**config.mk**
```make
export PLATFORM = sky130hd
export DESIGN_NAME = uart_rx_flat
export DESIGN_NICKNAME = d
export VERILOG_FILES = /design/src/rtl/uart_pkg.sv /design/src/rtl/uart_rx_if.sv /design/src/rtl/uart_rx_sync.sv /design/src/rtl/uart_rx.sv /design/src/flat_wrapper.sv
export SDC_FILE = /design/constraint.sdc
export NUM_CORES = 1
export LEC_CHECK = 0
export BUFFER_PORTS_ARGS = -buffer_cell sky130_fd_sc_hd__clkbuf_2
export CAP_MARGIN = 20
export CORE_MARGIN = 4
export CORE_UTILIZATION = 35
export CTS_BUF_LIST = sky130_fd_sc_hd__clkbuf_8
export DETAILED_ROUTE_END_ITERATION = 8
export HOLD_SLACK_MARGIN = 0.02
export PLACE_DENSITY = 0.57
export REMOVE_ABC_BUFFERS = 1
export SETUP_SLACK_MARGIN = 0.4
export SYNTH_ARGS = -nofsm -noshare
export SYNTH_HDL_FRONTEND = slang
export SYNTH_SLANG_ARGS = --single-unit
```
**constraint.sdc**
```tcl
create_clock -name clk -period 2.85 [get_ports clk]
set_input_delay 0.4275 -clock clk [delete_from_list [all_inputs] [get_ports clk]]
set_output_delay 0.4275 -clock clk [all_outputs]
set_load 0.02 [all_outputs]
```
**src/rtl/uart_pkg.sv**
```systemverilog
// Shared UART definitions: receive FSM state encoding and the data width.
// Used by both the receive and the transmit side.
package uart_pkg;
  localparam int DATA_BITS = 8;

  typedef enum logic [2:0] {
    IDLE,
    START,
    DATA,
    PARITY,
    STOP,
    BREAK
  } rx_state_t;
endpackage

```
**src/rtl/uart_rx_if.sv**
```systemverilog
// Serial line plus received-byte/status bundle for uart_rx.
// slave = receiver side, master = line driver / byte consumer.
interface uart_rx_if;
  logic                           rx;
  logic [uart_pkg::DATA_BITS-1:0] ascii_char;
  logic                           char_valid;
  logic                           frame_error;
  logic                           parity_error;
  logic                           busy;

  modport slave  (input  rx,
                  output ascii_char, char_valid, frame_error, parity_error, busy);
  modport master (output rx,
                  input  ascii_char, char_valid, frame_error, parity_error, busy);
endinterface

```
**src/rtl/uart_rx_sync.sv**
```systemverilog
// Two-flop synchronizer for the asynchronous serial line.
// Resets to 1 so a reset looks like an idle (high) line.
module rx_sync (
  input  logic clk,
  input  logic rst,
  input  logic d_i,
  output logic q_o
);
  logic [1:0] sync_q;

  always_ff @(posedge clk or negedge rst) begin
    if (!rst) sync_q <= 2'b11;
    else      sync_q <= {sync_q[0], d_i};
  end

  assign q_o = sync_q[1];
endmodule

```
**src/rtl/uart_rx.sv**
```systemverilog
// UART receiver: 8N1 frames, or 8E1 when UART_RX_PARITY_EN is defined.
// Bytes leave as ascii_char with a one-cycle char_valid strobe.
module uart_rx
  import uart_pkg::*;
#(
  parameter int freq         = 200,
  parameter int UART_RX_BAUD = 20
) (
  input  logic      clk,
  input  logic      rst,
  uart_rx_if.slave  bus
);
  localparam int TR = freq / UART_RX_BAUD;
  localparam int CW = $clog2(TR);
  // Counter runs down to zero, so reload values are one less than the spans.
  localparam logic [CW-1:0] CNT_FULL = CW'(TR - 1);
  localparam logic [CW-1:0] CNT_HALF = CW'(TR / 2 - 1);
  localparam logic [2:0]    LAST_BIT = 3'(DATA_BITS - 1);

  generate
    if (TR < 4) begin : g_tr_chk
      $error("uart_rx: freq/UART_RX_BAUD must be at least 4");
    end
  endgenerate

  logic                 rx_s;
  rx_state_t            state_q, state_d;
  logic [CW-1:0]        cnt_q, cnt_d;
  logic [2:0]           bit_q, bit_d;
  logic [DATA_BITS-1:0] shift_q, shift_d;
  logic [DATA_BITS-1:0] char_q, char_d;
  logic                 cv_q, cv_d;
  logic                 fe_q, fe_d;
  logic                 tick;

  rx_sync u_sync (.clk(clk), .rst(rst), .d_i(bus.rx), .q_o(rx_s));

  assign tick = (cnt_q == '0);

  always_ff @(posedge clk or negedge rst) begin
    if (!rst) state_q <= IDLE;
    else      state_q <= state_d;
  end

  always_comb begin
    state_d = state_q;
    case (state_q)
      IDLE:   if (!rx_s) state_d = START;
      START:  if (tick)  state_d = rx_s ? IDLE : DATA;
      DATA:   if (tick && bit_q == LAST_BIT)
`ifdef UART_RX_PARITY_EN
                state_d = PARITY;
      PARITY: if (tick)  state_d = STOP;
`else
                state_d = STOP;
`endif
      STOP:   if (tick)  state_d = rx_s ? IDLE : BREAK;
      BREAK:  if (rx_s)  state_d = IDLE;
      default:           state_d = IDLE;
    endcase
  end

`ifdef UART_RX_PARITY_EN
  logic perr_q, perr_d;
  logic pe_q, pe_d;
`endif

  always_comb begin
    cnt_d   = cnt_q;
    bit_d   = bit_q;
    shift_d = shift_q;
    char_d  = char_q;
    cv_d    = 1'b0;
    fe_d    = 1'b0;
`ifdef UART_RX_PARITY_EN
    perr_d  = perr_q;
    pe_d    = 1'b0;
`endif
    if (state_q != IDLE && state_q != BREAK)
      cnt_d = tick ? CNT_FULL : cnt_q - 1'b1;
    case (state_q)
      IDLE: begin
        cnt_d = CNT_HALF;
`ifdef UART_RX_PARITY_EN
        perr_d = 1'b0;
`endif
      end
      START: bit_d = '0;
      DATA: if (tick) begin
        shift_d = {rx_s, shift_q[DATA_BITS-1:1]};
        bit_d   = bit_q + 1'b1;
      end
`ifdef UART_RX_PARITY_EN
      // Even parity: the parity bit must equal the XOR of the data bits.
      PARITY: if (tick) perr_d = rx_s ^ (^shift_q);
`endif
      STOP: if (tick) begin
        if (rx_s) begin
          char_d = shift_q;
          cv_d   = 1'b1;
`ifdef UART_RX_PARITY_EN
          pe_d   = perr_q;
`endif
        end else begin
          fe_d = 1'b1;
        end
      end
      default: ;
    endcase
  end

  always_ff @(posedge clk or negedge rst) begin
    if (!rst) begin
      cnt_q   <= '0;
      bit_q   <= '0;
      shift_q <= '0;
      char_q  <= '0;
      cv_q    <= 1'b0;
      fe_q    <= 1'b0;
`ifdef UART_RX_PARITY_EN
      perr_q  <= 1'b0;
      pe_q    <= 1'b0;
`endif
    end else begin
      cnt_q   <= cnt_d;
      bit_q   <= bit_d;
      shift_q <= shift_d;
      char_q  <= char_d;
      cv_q    <= cv_d;
      fe_q    <= fe_d;
`ifdef UART_RX_PARITY_EN
      perr_q  <= perr_d;
      pe_q    <= pe_d;
`endif
    end
  end

  assign bus.ascii_char  = char_q;
  assign bus.char_valid  = cv_q;
  assign bus.frame_error = fe_q;
  assign bus.busy        = (state_q != IDLE);
`ifdef UART_RX_PARITY_EN
  assign bus.parity_error = pe_q;
`else
  assign bus.parity_error = 1'b0;
`endif
endmodule

```
**src/flat_wrapper.sv**
```systemverilog
// flat-port wrapper written by rule: the top's interface ports become plain ports
module uart_rx_flat import uart_pkg::*;
#(
  parameter int freq         = 200,
  parameter int UART_RX_BAUD = 20
)
  (clk, rst, bus_rx, bus_ascii_char, bus_char_valid, bus_frame_error, bus_parity_error, bus_busy);
  uart_rx_if bus_i ();
  input  logic clk;
  input  logic rst;
  input wire logic [$bits(bus_i.rx)-1:0] bus_rx;
  output wire logic [$bits(bus_i.ascii_char)-1:0] bus_ascii_char;
  output wire logic [$bits(bus_i.char_valid)-1:0] bus_char_valid;
  output wire logic [$bits(bus_i.frame_error)-1:0] bus_frame_error;
  output wire logic [$bits(bus_i.parity_error)-1:0] bus_parity_error;
  output wire logic [$bits(bus_i.busy)-1:0] bus_busy;
  assign bus_i.rx = bus_rx;
  assign bus_ascii_char = bus_i.ascii_char;
  assign bus_char_valid = bus_i.char_valid;
  assign bus_frame_error = bus_i.frame_error;
  assign bus_parity_error = bus_i.parity_error;
  assign bus_busy = bus_i.busy;
  uart_rx #(.freq(freq), .UART_RX_BAUD(UART_RX_BAUD)) u_core (.clk(clk), .rst(rst), .bus(bus_i));
endmodule
```
==> reports/metrics.cfg, run 1 <==
[global_route]
overflow=0
grt_pass1_vias=896
grt_max_degree=31
antenna_found_initial=0
grt.total_usage_pct=10.41
grt_pass1_wl_um=4043

[logic_synthesis]
yosysWarnings=0
synth_area_leaders=dfrtp_1 (52%), mux2_2 (13%), dfstp_2 (3.9%)
syn_avg_cell_area_um2=12.77
synthArstFlopShare_pct=100.0
ys_ff_latch=30
synth_top_area_cell=dfrtp_1
synth_cells=106
synth_edf_count=0
synthTopCellsByCount=dfrtp_1 (28), mux2_2 (16), a21oi_1 (7)
ys_seq_area_share_pct=55.64
post_synth_num_cell_types=37
yosysMostFrequentCell=dfrtp_1
netlist_area_um2=1354
ys.flop_type=dfrtp_1
netlist.area_leader.share_pct=51.76

[route]
drt-total-wl_um=2246
first_pass_iters=4
wl_per_cell_um=13.21
drt_iter0_drc=85
drc=0
ant_nets=0
vias=858
via_per_inst=5.047

[timing]
max_freq_mhz=497.7
period_share_pct=70.49
setup_viol=0
slew_viol_final=0
max_slew_margin_pct=51.07
fin_setup_tns_ns=0
clock_skew_ns=0.004347
period_needed_ns=2.009
fin_ws_ns=0.8409
rsz0062_at_grt=false
timing.hold.ws_ns=0.1982
hold_viol_final=0
tightest_slew_ns=0.7339

[pwr]
power_frac_seq_pct=40.7
ir_drop_v=0.0003000
p_comb_share_pct=19.9
p_sw_mw=0.3661
power_leakage_nw=0.8217
p_int_mw=0.9811
powerDensity_nw_per_um2=847.1
clockPowerShare_pct=39.4
p_sw_share_pct=27.17

[finish]
drive_gt1_share_pct=40.16
multi_input_area_um2=550.5
antennaDiodeCount=0
area_delta_synth_final_pct=17.47
finalNonFillerCells=170
seq_area_um2=753.2
fill_cells=361
final_nets=127
utilization_pct=43.11

[clock_network]
cts_tree=done
clk_latency_ns=0.28
numClockSinks=30
cts_buffer_depth=2
ctsHoldBuffers=0
cts-buffers-inserted=5
clk_pin_slew_ns=0.07
cts-root-buf=clkbuf_8
cts_resized=0
h-tree-depth=2
cts_setup_buffers=0

[critical_path]
crit_slowest_cell=dfrtp_1
crit_path_max_incr_delay_ns=0.43
critical_path_class=reg -> reg
crit_fanout=11
setup.worst_path.start_class=flop
path_delay_family=simple AND/OR/NAND/NOR gates
crit_required_ns=3.01
critical_path.cell_chain=inv_1 -> ha_1 -> nor3b_4 -> nand2_1 -> mux2_2
cp-end-kind=flop
crit_arrival_ns=2.17
cp_num_buf_inv=1

[floorplan]
dieWidth_um=70.20
start_util_pct=36.70
design.die.area_um2=4927
die_y_um=70.20
pin_count=15
row_count=22
core_area_um2=3689

[placed_design]
dp_cells=162
dp_slack_ns=0.8292
place.gp.congestion=0.8144
dp_hpwl_um=1560
portBuffers=13

[worst_hold_path]
hp-class=in -> async

[run]
drv_cap=0

[run_status]
outcome=finished, final reports clean

state kept, by name, indices dropped and copies added, names as in the netlist:
signal	count
u_core.bus.ascii_char	8
u_core.shift_q	8
u_core.cnt_q	4
u_core.bit_q	3
u_core.state_q	3
u_core.u_sync.sync_q	2
u_core.bus.char_valid	1
u_core.bus.frame_error	1
layer usage:
layer,vias to the layer above,global-route usage (%),share of wire [%]
met5,-,0,0
met3,8,2.878,3.6
met2,13,16.05,46
met4,0,7.021,3.4
met1,425,12.57,47
li1,412,-,-
stage by stage:
step	area [um2]	power, mW
after floorplan	1323	0.7504
after global placement	1448	0.8147
after detailed placement	1448	0.8236
after CTS	1590	1.362
after global routing	1590	1.415
final	1590	1.347
power by group through the flow:
stage / Sequential [mW] / Combinational [mW] / Clock [mW]
after global routing: 0.555 / 0.299 / 0.561
after floorplan: 0.534 / 0.217 / 0
after CTS: 0.545 / 0.270 / 0.547
after detailed placement: 0.553 / 0.271 / 0
after global placement: 0.551 / 0.263 / 0
final: 0.548 / 0.268 / 0.531
area by class of cell:
class	instances	share of cell area, %
Tap cell	48	3.777
Inverter	5	1.180
Clock buffer	6	5.193
Sequential cell	30	47.36
Clock inverter	2	3.777
Multi-Input combinational cell	66	34.62
Timing Repair Buffer	13	4.091
layout by cell type (no fill, tap or decap), drive strengths merged, types with 2 or more instances in the layout:
| master | instances |
|---|---|
| a21oi | 7 |
| a31o | 3 |
| and3 | 3 |
| bufinv | 2 |
| clkbuf | 19 |
| dfrtp | 28 |
| dfstp | 2 |
| ha | 3 |
| inv | 5 |
| mux2 | 16 |
| nand2 | 3 |
| nand2b | 3 |
| nand3b | 2 |
| nor3 | 2 |
| nor3b | 2 |
| o21ai | 2 |
| or3 | 3 |
| or3b | 2 |
kinds of logic after synthesis:
group	share of synthesized area, %
simple gates	13.22
buf+inv	3.697
mux	14.05
other cells	0.2770
flops	55.64
compound gates	10.35
fa+ha+maj	2.773
path summary, 6_finish.rpt:
check | endpoint | from | slack [ns] | cells after the start
min reg2reg | u_core.u_sync.sync_q[1] | u_core.u_sync.sync_q[0] | 0.35 | 0
min | u_core.bus.ascii_char[5] | rst | 0.20 | 1
max in group asynchronous | u_core.bus.frame_error | rst | 2.19 | 1
max reg2reg | u_core.shift_q[6] | u_core.cnt_q[0] | 0.84 | 5
max | u_core.shift_q[6] | u_core.cnt_q[0] | 0.84 | 5
min in group clk | u_core.u_sync.sync_q[0] | bus_rx | 0.23 | 1
Power figures use the tool's default switching activity.
==> run 2: changes to the inputs <==
ABC_AREA = 1   (was default)
PLACE_DENSITY = 0.59   (was 0.57)
clock period = 1.8 ns   (was 2.85 ns; I/O delays follow)
==> run 2 against run 1 <==
Clock power about the same; synthesized cell count up 35%; via count up 23%; non-clock buffer count up 15; fmax up 37%; global-route usage up 2.1 points; sequential share of layout area down 4.3 points.
==> reports/metrics.cfg, run 2 <==
[run_status]
outcome=finished, final reports clean

[pwr]
ir_drop_v=0.0005846
power_leakage_nw=0.8911
powerDensity_nw_per_um2=1589

[timing]
tightest_slew_ns=0.7534
fin_setup_tns_ns=0
setup_viol=0
period_needed_ns=1.462
rsz0062_at_grt=true
hold_viol_final=0
clock_skew_ns=0.003957
timing.hold.ws_ns=0.05784
period_share_pct=81.23
max_freq_mhz=683.9
slew_viol_final=0
max_slew_margin_pct=49.77

[logic_synthesis]
yosysMostFrequentCell=nand2_1
ys_ff_latch=30
netlist.area_leader.share_pct=53.79
ys_seq_area_share_pct=57.83
post_synth_num_cell_types=20
yosysWarnings=0
netlist_area_um2=1302
synth_edf_count=0
synthArstFlopShare_pct=100.0
synthTopCellsByCount=nand2_1 (29), dfrtp_1 (28), inv_1 (19)
syn_avg_cell_area_um2=9.108
ys.flop_type=dfrtp_1
synth_cells=143
synth_area_leaders=dfrtp_1 (54%), nand2_1 (8.4%), o21ai_0 (5.8%)
synth_top_area_cell=dfrtp_1

[placed_design]
place_area_um2=1416
dp_hpwl_um=1632
portBuffers=13
place.gp.congestion=0.9440

[global_route]
grt_max_degree=31
overflow=0
antenna_found_initial=0
grt.total_usage_pct=12.48
grt_pass1_wl_um=4836
grt_pass1_vias=1032

[critical_path]
setup.worst_path.start_class=flop
path_delay_family=buffers and inverters
critical_path_class=reg -> reg
crit_slowest_cell=dfrtp_1
cp-end-kind=flop
cp_num_buf_inv=4
crit_fanout=8
crit_arrival_ns=1.66
crit_path_max_incr_delay_ns=0.38
path_common_cell=nor2_4
critical_path.cell_chain=inv_2 -> ha_4 -> inv_4 -> nor2_4 -> nand2_4 -> buf_12 -> nor2_4 -> buf_6 -> nand2_2 -> o21ai_1
crit_required_ns=2.00

[clock_network]
h-tree-depth=2
cts-buffers-inserted=5
cts_buffer_depth=2
ctsHoldBuffers=0
clk_latency_ns=0.27
cts_tree=done
clk_pin_slew_ns=0.06
numClockSinks=30
cts-root-buf=clkbuf_8

[route]
drt-total-wl_um=2706
ant_nets=0
vias=1055
via_per_inst=4.752
first_pass_iters=4
drt_iter0_drc=54
drc=0
wl_per_cell_um=12.19

[floorplan]
pin_count=15
die_y_um=69.01
core_area_um2=3468
start_util_pct=37.55
design.die.area_um2=4762
row_count=21
dieWidth_um=69.01

[finish]
drive_gt1_share_pct=43.75
layout.cells.most_common=dfrtp_1
layout_common_cells=dfrtp_1 (25), nand2_1 (19), inv_1 (16), clkbuf_2 (12), nand2_2 (11)
area_delta_synth_final_pct=35.06
final_nets=181
antennaDiodeCount=0
design_area_um2=1759

[worst_hold_path]
hp-class=in -> async

[run]
drv_cap=0

-- run 2: cell count changes after synthesis, sizes merged, moves of 12 or more --
cell and change:
o21ai +14, mux2 -16, inv +14, nor2 +14, nand3 +12, nand2 +29
-- run 2: path summary, 6_finish.rpt --
path                                         start                       to  slack, ns  cells after the start
min in group clk                            bus_rx  u_core.u_sync.sync_q[0]       0.08                      1
setup reg to reg                   u_core.cnt_q[0]        u_core.shift_q[2]       0.34                     10
hold / removal                                 rst   u_core.bus.frame_error       0.06                      1
setup / recovery                   u_core.cnt_q[0]        u_core.shift_q[2]       0.34                     10
max in group asynchronous                      rst        u_core.state_q[1]       1.22                      1
hold reg to reg            u_core.u_sync.sync_q[0]  u_core.u_sync.sync_q[1]       0.36                      0
-- run 2: kinds of logic (layout without fill, tap and decap cells) --
logic type      Yosys count  in the layout  synth area share [%]
compound gates           25             25                 10.09
fa+ha+maj                 3              3                 2.882
other cells               1              1                0.2879
flops                    30             30                 57.83
simple gates             62             62                 21.61
buf+inv                  22             55                 7.301
-- run 2: where the power goes --
group	internal (mW)	total, mW	switching, mW
Sequential	0.858	1.00	0.146
Clock	0.302	0.534	0.232
Combinational	0.535	1.26	0.722
-- run 2: layout make-up --
cell class / instances / area [um2]
fillers: 338 / 1709
flip-flops and latches: 30 / 757.0
inverters: 19 / 76.32
clock inverters: 2 / 8.758
clock buffers: 6 / 82.58
repair buffers: 28 / 211.5
well taps: 46 / 57.56
multi-input cells: 91 / 565.5
-- run 2: metrics by stage --
stage | cells | power, mW | util (%) | worst slack (ns)
2_1_floorplan | 140 | 1.606 | - | 0.2242
3_3_place_gp | 201 | 1.821 | 40.84 | 0.2320
3_5_place_dp | 201 | 1.856 | 40.84 | 0.1487
4_1_cts | 221 | 2.681 | 48.67 | 0.3053
5_1_grt | 222 | 3.040 | 50.72 | 0.2239
6_report | 222 | 2.795 | 50.72 | 0.3378
-- run 2: what timing repair did --
item / 4_1_cts / 5_1_grt
pin swaps: 8 / 7
setup endpoints to repair: 24 / 25
setup buffers: 10 / 1
gates cloned: 2 / 0
gates resized for setup: 36 / 24
-- run 2: layer usage --
layer	vias up	routed length [um]	GRT usage [%]	share of wire, %
met5	-	0	0	0
met4	0	68	5.857	2.5
met3	10	116	3.779	4.3
met2	27	1271	19.49	47
met1	499	1249	15.74	46
li1	519	-	-	-
